**config.mk**
```make
export PLATFORM = sky130hd
export DESIGN_NAME = seq_restoring_divider
export DESIGN_NICKNAME = d
export VERILOG_FILES = /design/src/rtl/seq_restoring_divider.sv
export SDC_FILE = /design/constraint.sdc
export NUM_CORES = 1
export LEC_CHECK = 0
export CAP_MARGIN = 30
export CORE_AREA = 8 8 55 102
export DETAILED_ROUTE_END_ITERATION = 10
export DIE_AREA = 0 0 63 110
export PLACE_DENSITY_LB_ADDON = 0.25
export SLEW_MARGIN = 30
export SYNTH_ARGS = -nofsm -noshare
export SYNTH_HDL_FRONTEND = slang
export SYNTH_SLANG_ARGS = --single-unit
```
**constraint.sdc**
```tcl
create_clock -name clk -period 7.5 [get_ports clk]
set_input_delay 2.25 -clock clk [delete_from_list [all_inputs] [get_ports clk]]
set_output_delay 2.25 -clock clk [all_outputs]
set_load 0.01 [all_outputs]
```
**src/rtl/seq_restoring_divider.sv**
```systemverilog
// rtl/seq_restoring_divider.sv - iterative unsigned restoring divider, one quotient bit per clock
module seq_restoring_divider #(
  parameter int WIDTH = 8
) (
  input  logic             clk,
  input  logic             rst,
  input  logic             start,
  input  logic [WIDTH-1:0] dividend,
  input  logic [WIDTH-1:0] divisor,
  output logic             ready,
  output logic             busy,
  output logic             done,
  output logic             div_by_zero,
  output logic [WIDTH-1:0] quotient,
  output logic [WIDTH-1:0] remainder
);

  localparam int CW = $clog2(WIDTH + 1);

  typedef enum logic [1:0] {IDLE, RUN, DONE} state_t;

  state_t           state, state_nxt;
  logic [WIDTH-1:0] q, d, r;
  logic [CW-1:0]    cnt;
  logic [WIDTH:0]   s, b;
  logic [WIDTH-1:0] t, r_nxt, q_nxt;
  logic             bw, borrow, accept, last;

  assign accept = start && (state != RUN);
  assign last   = (cnt == CW'(1));

  // Subtract row is WIDTH+1 cells wide because S can reach 2^WIDTH. The kept
  // remainder is always < D, so its top bit is zero and need not be stored.
  always_comb begin
    s  = {r, q[WIDTH-1]};
    b  = {1'b0, d};
    t  = '0;
    bw = 1'b0;
    for (int i = 0; i < WIDTH; i++) begin
      t[i] = s[i] ^ b[i] ^ bw;
      bw   = (~s[i] & b[i]) | (~(s[i] ^ b[i]) & bw);
    end
    borrow = (~s[WIDTH] & b[WIDTH]) | (~(s[WIDTH] ^ b[WIDTH]) & bw);
    r_nxt  = borrow ? s[WIDTH-1:0] : t;
    q_nxt  = {q[WIDTH-2:0], ~borrow};
  end

  always_ff @(posedge clk or posedge rst) begin
    if (rst) state <= IDLE;
    else     state <= state_nxt;
  end

  always_comb begin
    state_nxt = state;
    ready     = 1'b1;
    busy      = 1'b0;
    done      = 1'b0;
    case (state)
      IDLE: if (accept) state_nxt = (divisor == '0) ? DONE : RUN;
      RUN: begin
        ready = 1'b0;
        busy  = 1'b1;
        if (last) state_nxt = DONE;
      end
      DONE: begin
        done = 1'b1;
        if (accept) state_nxt = (divisor == '0) ? DONE : RUN;
        else        state_nxt = IDLE;
      end
      default: state_nxt = IDLE;
    endcase
  end

  always_ff @(posedge clk or posedge rst) begin
    if (rst) begin
      q           <= '0;
      d           <= '0;
      r           <= '0;
      cnt         <= '0;
      div_by_zero <= 1'b0;
      quotient    <= '0;
      remainder   <= '0;
    end else if (accept) begin
      q           <= dividend;
      d           <= divisor;
      r           <= '0;
      cnt         <= CW'(WIDTH);
      div_by_zero <= (divisor == '0);
      if (divisor == '0) begin
        quotient  <= '1;
        remainder <= dividend;
      end
    end else if (state == RUN) begin
      q   <= q_nxt;
      r   <= r_nxt;
      cnt <= cnt - CW'(1);
      if (last) begin
        quotient  <= q_nxt;
        remainder <= r_nxt;
      end
    end
  end

endmodule
```
==> flow_summary_export.csv, run 1 <==
group,metric,value,unit
finish,area_growth,21.6,%
placed_design,dpl_cell_area,2760,um2
yosys,synth_fp_nets,237,
clocking,cts_max_path_buffers,2,
sta,rsz0062_at_grt,"false",
drt,drt_iter0_markers,59,
drt,detailroute.via_count,1659,
worst_setup_path,ff2ff_setup_slack,3130,ps
worst_hold_path,hold_class,"reg2reg",
yosys,ys_seq_elements,47,
grt,globalRoute.busiestLayer,"met2",
finish,layout.cells.most_common_list,"dfrtp_1 (47), clkdlybuf4s50_1 (38), o21ai_0 (29)",
worst_setup_path,reg2reg_to,"remainder[5]",
sta,timing_hold_violations_final,0,
floorplanning,die_w,63,um
clocking,cts.hold.buffers_added,0,
worst_setup_path,setup.worst_path.end,"remainder[5]",
drt,viasPerCell,5.57,
grt,antenna_violations_before_repair,0,
worst_setup_path,setup.worst_path.start,"q[7]",
worst_setup_path,timing_worst_setup_path_type,"reg2reg",
floorplanning,num_io_pins,39,
yosys,synthCells,208,
sta,setup_tns,0,ps
grt,grt_start_max_net_pins,48,
yosys,synth.avg_cell_area,11.3,um2
sta,maxClockFrequency,0.229,GHz
finish,antenna_cells,0,
clocking,tritoncts,"done",
flow_run,maxCapViolations,0,
sta,finalHoldWorstSlack,492,ps
clocking,ctsResizeCount,0,
yosys,synth-adder-area-share,7.55,%
finish,fraction_of_final_layout_cells_with_drive_strength_greater_than_1,12.3,%
yosys,yosysWarnings,0,
floorplanning,number_of_standard_cell_rows_in_the_floorplan,34,
clocking,htree_levels,2,
power_and_ir_drop,static-leakage-power,1.20,nW
worst_setup_path,r2r.worst_path.cells,15,
clocking,number_of_buffers_created_by_cts,5,
worst_setup_path,crit_arrival,4560,ps
yosys,yosysSeqAreaShare,50.0,%
grt,first_global_vias,1780,
grt,met2_usage_grt,28.7,%
floorplanning,effective_utilization_at_floorplan,54.8,%
grt,grt_pass1_wl,8770,um
drt,drc,0,
grt,global_route.overflow_total,0,
finish,final_nets,272,
yosys,netlist_area,2350,um2
sta,worstMarginPinSlew,593,ps
placed_design,gp_congestion,0.813,
yosys,synth_cell_types,27,
yosys,share_of_synthesized_area_spent_on_multiplexers,13.0,%
yosys,post_synth_xor_xnor_area,0,%
power_and_ir_drop,p_per_area,459,nW/um2
grt,groute.layer.met1.usage,17.8,%
sta,setup_viol,0,
yosys,synth_top_family_by_area,"multiplexers",
sta,fin_skew,8.33,ps
power_and_ir_drop,vdd_drop_max,0.279,mV
floorplanning,design.die.area,6930,um2
sta,timing_max_transition_violations_final,0,
clocking,cts.sinks,47,
drt,routedWlPerCell,17.3,um
floorplanning,coreArea,4300,um2
clocking,clkSlewWorstSetupHoldPaths,80,ps
clocking,worst_skew_pair.late_latency,300,ps
worst_setup_path,timing.critical_path.to_type,"register",
worst_setup_path,critPathRequiredTime,7680,ps
grt,grt_util_met3,3.04,%
worst_setup_path,reg2reg_from,"q[7]",
grt,grt_util_all_layers,15.8,%
sta,final_min_period_over_clock_period,58.3,%
placed_design,hpwl,3780,um
finish,layout.cells.most_common,"dfrtp_1",
placed_design,placement.io_buffers,38,
worst_setup_path,worstSetupStartpointType,"register",
finish,layout.filler_cells,348,
finish,final_design_area_no_fill,2860,um2
yosys,fraction_of_the_mapped_netlist_area_in_compound_gates,11.6,%
sta,worst_slew_margin_rel,60.4,%
sta,final_period_minus_worst_setup_slack,4370,ps
floorplanning,dieHeight,110,um
yosys,post_synth_and_or_nand_nor_area_fraction,12.9,%
run_status,status,"finished, final reports clean",
drt,detail-route-antenna-nets,0,
worst_setup_path,biggest_fanout_along_the_worst_timing_path,6,
clocking,cts.repair_timing.setup_buffer_count,0,
drt,drt_wl_total,5140,um
drt,1st_pass_router_iterations,4,
clocking,buffer_type_at_the_clock_tree_root,"clkbuf_8",
[stage by stage]
step	util (%)	power, mW	cells	setup WS, ps
2_1_floorplan	-	0.899	208	3670
3_3_place_gp	64.2	1.14	290	3010
3_5_place_dp	64.3	1.15	290	3010
4_1_cts	66.6	1.33	298	3100
5_1_grt	66.6	1.42	298	2840
6_report	66.6	1.31	298	3130
[cell families after synthesis]
group                    Yosys count
AND/OR/NAND/NOR                   50
AO/OA/AOI/OAI                     46
multiplexers                      28
buffers and inverters             27
adder cells (fa/ha/maj)           10
flip-flops                        47
[per-layer routing]
layer / vias to the layer above / routed length, um
met5: - / 0
met1: 830 / 2170
met3: 4 / 174
met4: 0 / 53
li1: 782 / -
met2: 43 / 2740
[state kept, by name, indices dropped and copies added (netlist names)]
register and flops:
remainder 8, cnt 4, r 8, quotient 8, d 8, q 8
state 2, div_by_zero 1
[synthesized netlist by cell type (all sizes together)]
cell type | instances | area [um2]
a21oi | 7 | 35.0
and2 | 1 | 6.26
buf | 8 | 46.3
clkbuf | 5 | 18.8
dfrtp | 47 | 1180
fa | 7 | 140
ha | 3 | 37.5
inv | 14 | 52.6
mux2 | 14 | 165
mux2i | 14 | 140
nand2 | 19 | 76.3
nand2b | 3 | 18.8
nand3 | 5 | 25.0
nand3b | 5 | 37.5
nor2 | 2 | 7.51
nor2b | 2 | 12.5
nor3b | 6 | 45.0
nor4 | 3 | 48.8
o21ai | 30 | 161
o21bai | 1 | 7.51
o22a | 8 | 70.1
or3 | 4 | 25.0
[power by group]
part | switching [mW] | internal [mW]
logic | 0.352 | 0.338
registers | 0.0807 | 0.379
clock network | 0.0802 | 0.0842
[how the worst min path moves through the flow]
stage,from,to,slack [ps],depth (start not counted)
2_1_floorplan,cnt[3],cnt[3],450,1
3_3_place_gp,div_by_zero,div_by_zero,470,2
3_5_place_dp,quotient[7],quotient[7],480,1
4_1_cts,cnt[3],cnt[3],490,1
5_1_grt,quotient[4],quotient[4],510,1
6_report,div_by_zero,div_by_zero,490,2
[layout make-up]
class	instances	area, um2	share of cell area, %
Sequential cell	47	1180	41.1
Multi-Input combinational cell	134	1060	37.0
Timing Repair Buffer	41	403	14.1
Clock buffer	8	100	3.50
Tap cell	54	67.6	2.36
Inverter	14	55.1	1.92
[critical path, stage by stage (launching register included)]
cell and delay (ps):
dfrtp_1 390, inv_1 70, ha_1 140, inv_1 50, fa_1 370, fa_1 390, fa_1 400, fa_1 410
fa_1 380, inv_1 70, fa_1 180, fa_1 210, nor2b_1 510, mux2i_1 310, a21oi_1 100, mux2_2 280
Note: power is estimated with default switching activity, not from simulation.
==> inputs of run 2 (changes only) <==
--- a/config.mk
+++ b/config.mk
@@ -6,9 +6,9 @@
 export NUM_CORES = 1
 export LEC_CHECK = 0
 export CAP_MARGIN = 30
-export CORE_AREA = 8 8 55 102
+export CORE_AREA = 8 8 57 106
 export DETAILED_ROUTE_END_ITERATION = 10
-export DIE_AREA = 0 0 63 110
+export DIE_AREA = 0 0 65 114
 export PLACE_DENSITY_LB_ADDON = 0.25
 export SLEW_MARGIN = 30
 export SYNTH_ARGS = -nofsm -noshare
==> constraint.sdc (replaced) <==
create_clock -name clk -period 4.5 [get_ports clk]
set_input_delay 1.35 -clock clk [delete_from_list [all_inputs] [get_ports clk]]
set_output_delay 1.35 -clock clk [all_outputs]
set_load 0.01 [all_outputs]
==> run 2 against run 1 <==
Design area is 1.2% higher. Count of clock-buffer cells in the layout is 2 lower. Non-clock buffer count is 2 higher. Maximum frequency is 7.2% higher. Routed wire length is 1.1% higher. Combinational power is 65% higher. Sequential share of layout area is 0.48 points lower. Clock power is 92% higher. Critical path type unchanged. Critical endpoint is now remainder[1]. Highest routed layer unchanged.
==> flow_summary_export.csv, run 2 (synthesis results as in run 1) <==
group,metric,value,unit
placed_design,dp_slack,345,ps
finish,area_growth,23.0,%
floorplanning,die_w,65,um
worst_hold_path,hold_class,"reg2reg",
clocking,tritoncts,"done",
grt,globalRoute.busiestLayer,"met2",
clocking,ctsResizeCount,0,
drt,1st_pass_router_iterations,4,
grt,first_global_vias,1807,
drt,detail-route-antenna-nets,0,
flow_run,maxCapViolations,0,
power_and_ir_drop,static-leakage-power,1.22,nW
clocking,clkSlewWorstSetupHoldPaths,90,ps
drt,drt_wl_total,5200,um
sta,worst_slew_margin_rel,59.2,%
drt,drt_iter0_markers,40,
sta,fin_skew,5.26,ps
sta,final_critical_path_setup_slack,419,ps
placed_design,placement.io_buffers,38,
worst_setup_path,crit_path_cell_trace,"inv_1, ha_1, inv_1, fa_1, fa_1, fa_1, fa_1, fa_1, inv_1, fa_1, fa_1, nor2b_1, buf_4, mux2i_1, a21oi_1, mux2_2",
worst_setup_path,critical_path.n_buffers_inverters,4,
worst_setup_path,crit_arrival,4270,ps
grt,met2_usage_grt,25.3,%
finish,final_nets,274,
clocking,worst_skew_pair.late_latency,290,ps
finish,layout.cells.most_common,"dfrtp_1",
grt,grt_start_max_net_pins,48,
sta,maxClockFrequency,0.245,GHz
placed_design,dpl_cell_area,2780,um2
worst_setup_path,worstSetupStartpointType,"register",
grt,global_route.overflow_total,0,
sta,final_min_period_over_clock_period,90.7,%
drt,drc,0,
placed_design,hpwl,3840,um
placed_design,gp_congestion,0.851,
worst_setup_path,cpLargestDelayFamily,"adder cells",
floorplanning,effective_utilization_at_floorplan,51.2,%
worst_setup_path,slowest_delay,400,ps
finish,final_design_area_no_fill,2900,um2
floorplanning,design.die.area,7410,um2
power_and_ir_drop,power.total,2.23,mW
worst_setup_path,timing.critical_path.to_type,"register",
drt,routedWlPerCell,17.3,um
clocking,number_of_buffers_created_by_cts,5,
drt,detailroute.via_count,1646,
power_and_ir_drop,vdd_drop_max,0.608,mV
worst_setup_path,cp_common_cell,"fa_1",
drt,viasPerCell,5.47,
finish,fraction_of_final_layout_cells_with_drive_strength_greater_than_1,13.4,%
floorplanning,coreArea,4600,um2
grt,groute.layer.met1.usage,18.4,%
worst_setup_path,critPathRequiredTime,4690,ps
sta,timing_hold_violations_final,0,
sta,timing_max_transition_violations_final,0,
clocking,cts.hold.buffers_added,0,
worst_setup_path,biggest_fanout_along_the_worst_timing_path,6,
finish,layout.filler_cells,389,
sta,worstMarginPinSlew,610,ps
sta,setup_viol,0,
run_status,status,"finished, final reports clean",
worst_setup_path,timing_worst_setup_path_type,"reg2reg",
grt,grt_util_all_layers,15.3,%
floorplanning,dieHeight,114,um
grt,antenna_violations_before_repair,0,
sta,rsz0062_at_grt,"false",
worst_setup_path,crit_slowest_cell,"fa_1",
grt,grt_util_met3,3.04,%
sta,final_period_minus_worst_setup_slack,4080,ps
floorplanning,number_of_standard_cell_rows_in_the_floorplan,35,
clocking,cts_max_path_buffers,2,
clocking,cts.sinks,47,
clocking,buffer_type_at_the_clock_tree_root,"clkbuf_8",
grt,grt_pass1_wl,8960,um
floorplanning,num_io_pins,39,
clocking,cts.repair_timing.setup_buffer_count,0,
clocking,htree_levels,2,
finish,layout.cells.most_common_list,"dfrtp_1 (47), clkdlybuf4s50_1 (38), o21ai_0 (29)",
power_and_ir_drop,p_per_area,769,nW/um2
sta,setup_tns,0,ps
finish,antenna_cells,0,
[run 2: changes by cell type in the layout (fill, tap and decap cells not counted), sizes merged]
cell    delta
buf        +2
clkbuf     -2
bufinv     +1
clkinv     +1
[run 2: power by group]
part           total, mW  switching, mW  internal, mW
Combinational       1.14          0.575         0.570
Clock              0.315          0.136         0.180
Sequential         0.767          0.136         0.631
[run 2: worst paths after layout]
check / endpoint / start / slack, ps / depth (start not counted)
worst max-delay path: remainder[1] / q[7] / 420 / 16
worst min-delay path: div_by_zero / div_by_zero / 480 / 2
worst max register to register: remainder[1] / q[7] / 420 / 16
worst min register to register: div_by_zero / div_by_zero / 480 / 2
max in group asynchronous: remainder[0] / rst / 2630 / 2
min in group asynchronous: quotient[3] / rst / 1460 / 2
[run 2: layout make-up]
class                      count  area (um2)  share of cell area (%)
sequential                    47        1180                    40.6
timing repair buffer          43         418                    14.4
multi-input combinational    134        1060                    36.6
inverter                      14        55.1                    1.90
clock buffer                   6        82.6                    2.85
clock inverter                 2        35.0                    1.21
tap                           55        68.8                    2.38
[run 2: routing by layer]
layer,vias up,wire length [um],part of all wire [%]
met1,809,2180,42
li1,784,-,-
met5,-,0,0
met3,11,208,4.0
met4,0,115,2.2
met2,42,2700,52
[run 2: tightest hold or removal path, stage by stage (launching register included)]
cell and delay [ps]:
dfrtp_1 350, nand2_1 40, o21ai_0 60
[run 2: stage by stage]
| stage | util (%) | hold WS, ps | std cells |
|---|---|---|---|
| 2_1_floorplan | - | 452 | 208 |
| 6_report | 63.0 | 482 | 301 |
| 4_1_cts | 63.0 | 489 | 301 |
| 3_5_place_dp | 60.4 | 470 | 293 |
| 5_1_grt | 63.0 | 503 | 301 |
| 3_3_place_gp | 60.4 | 461 | 293 |
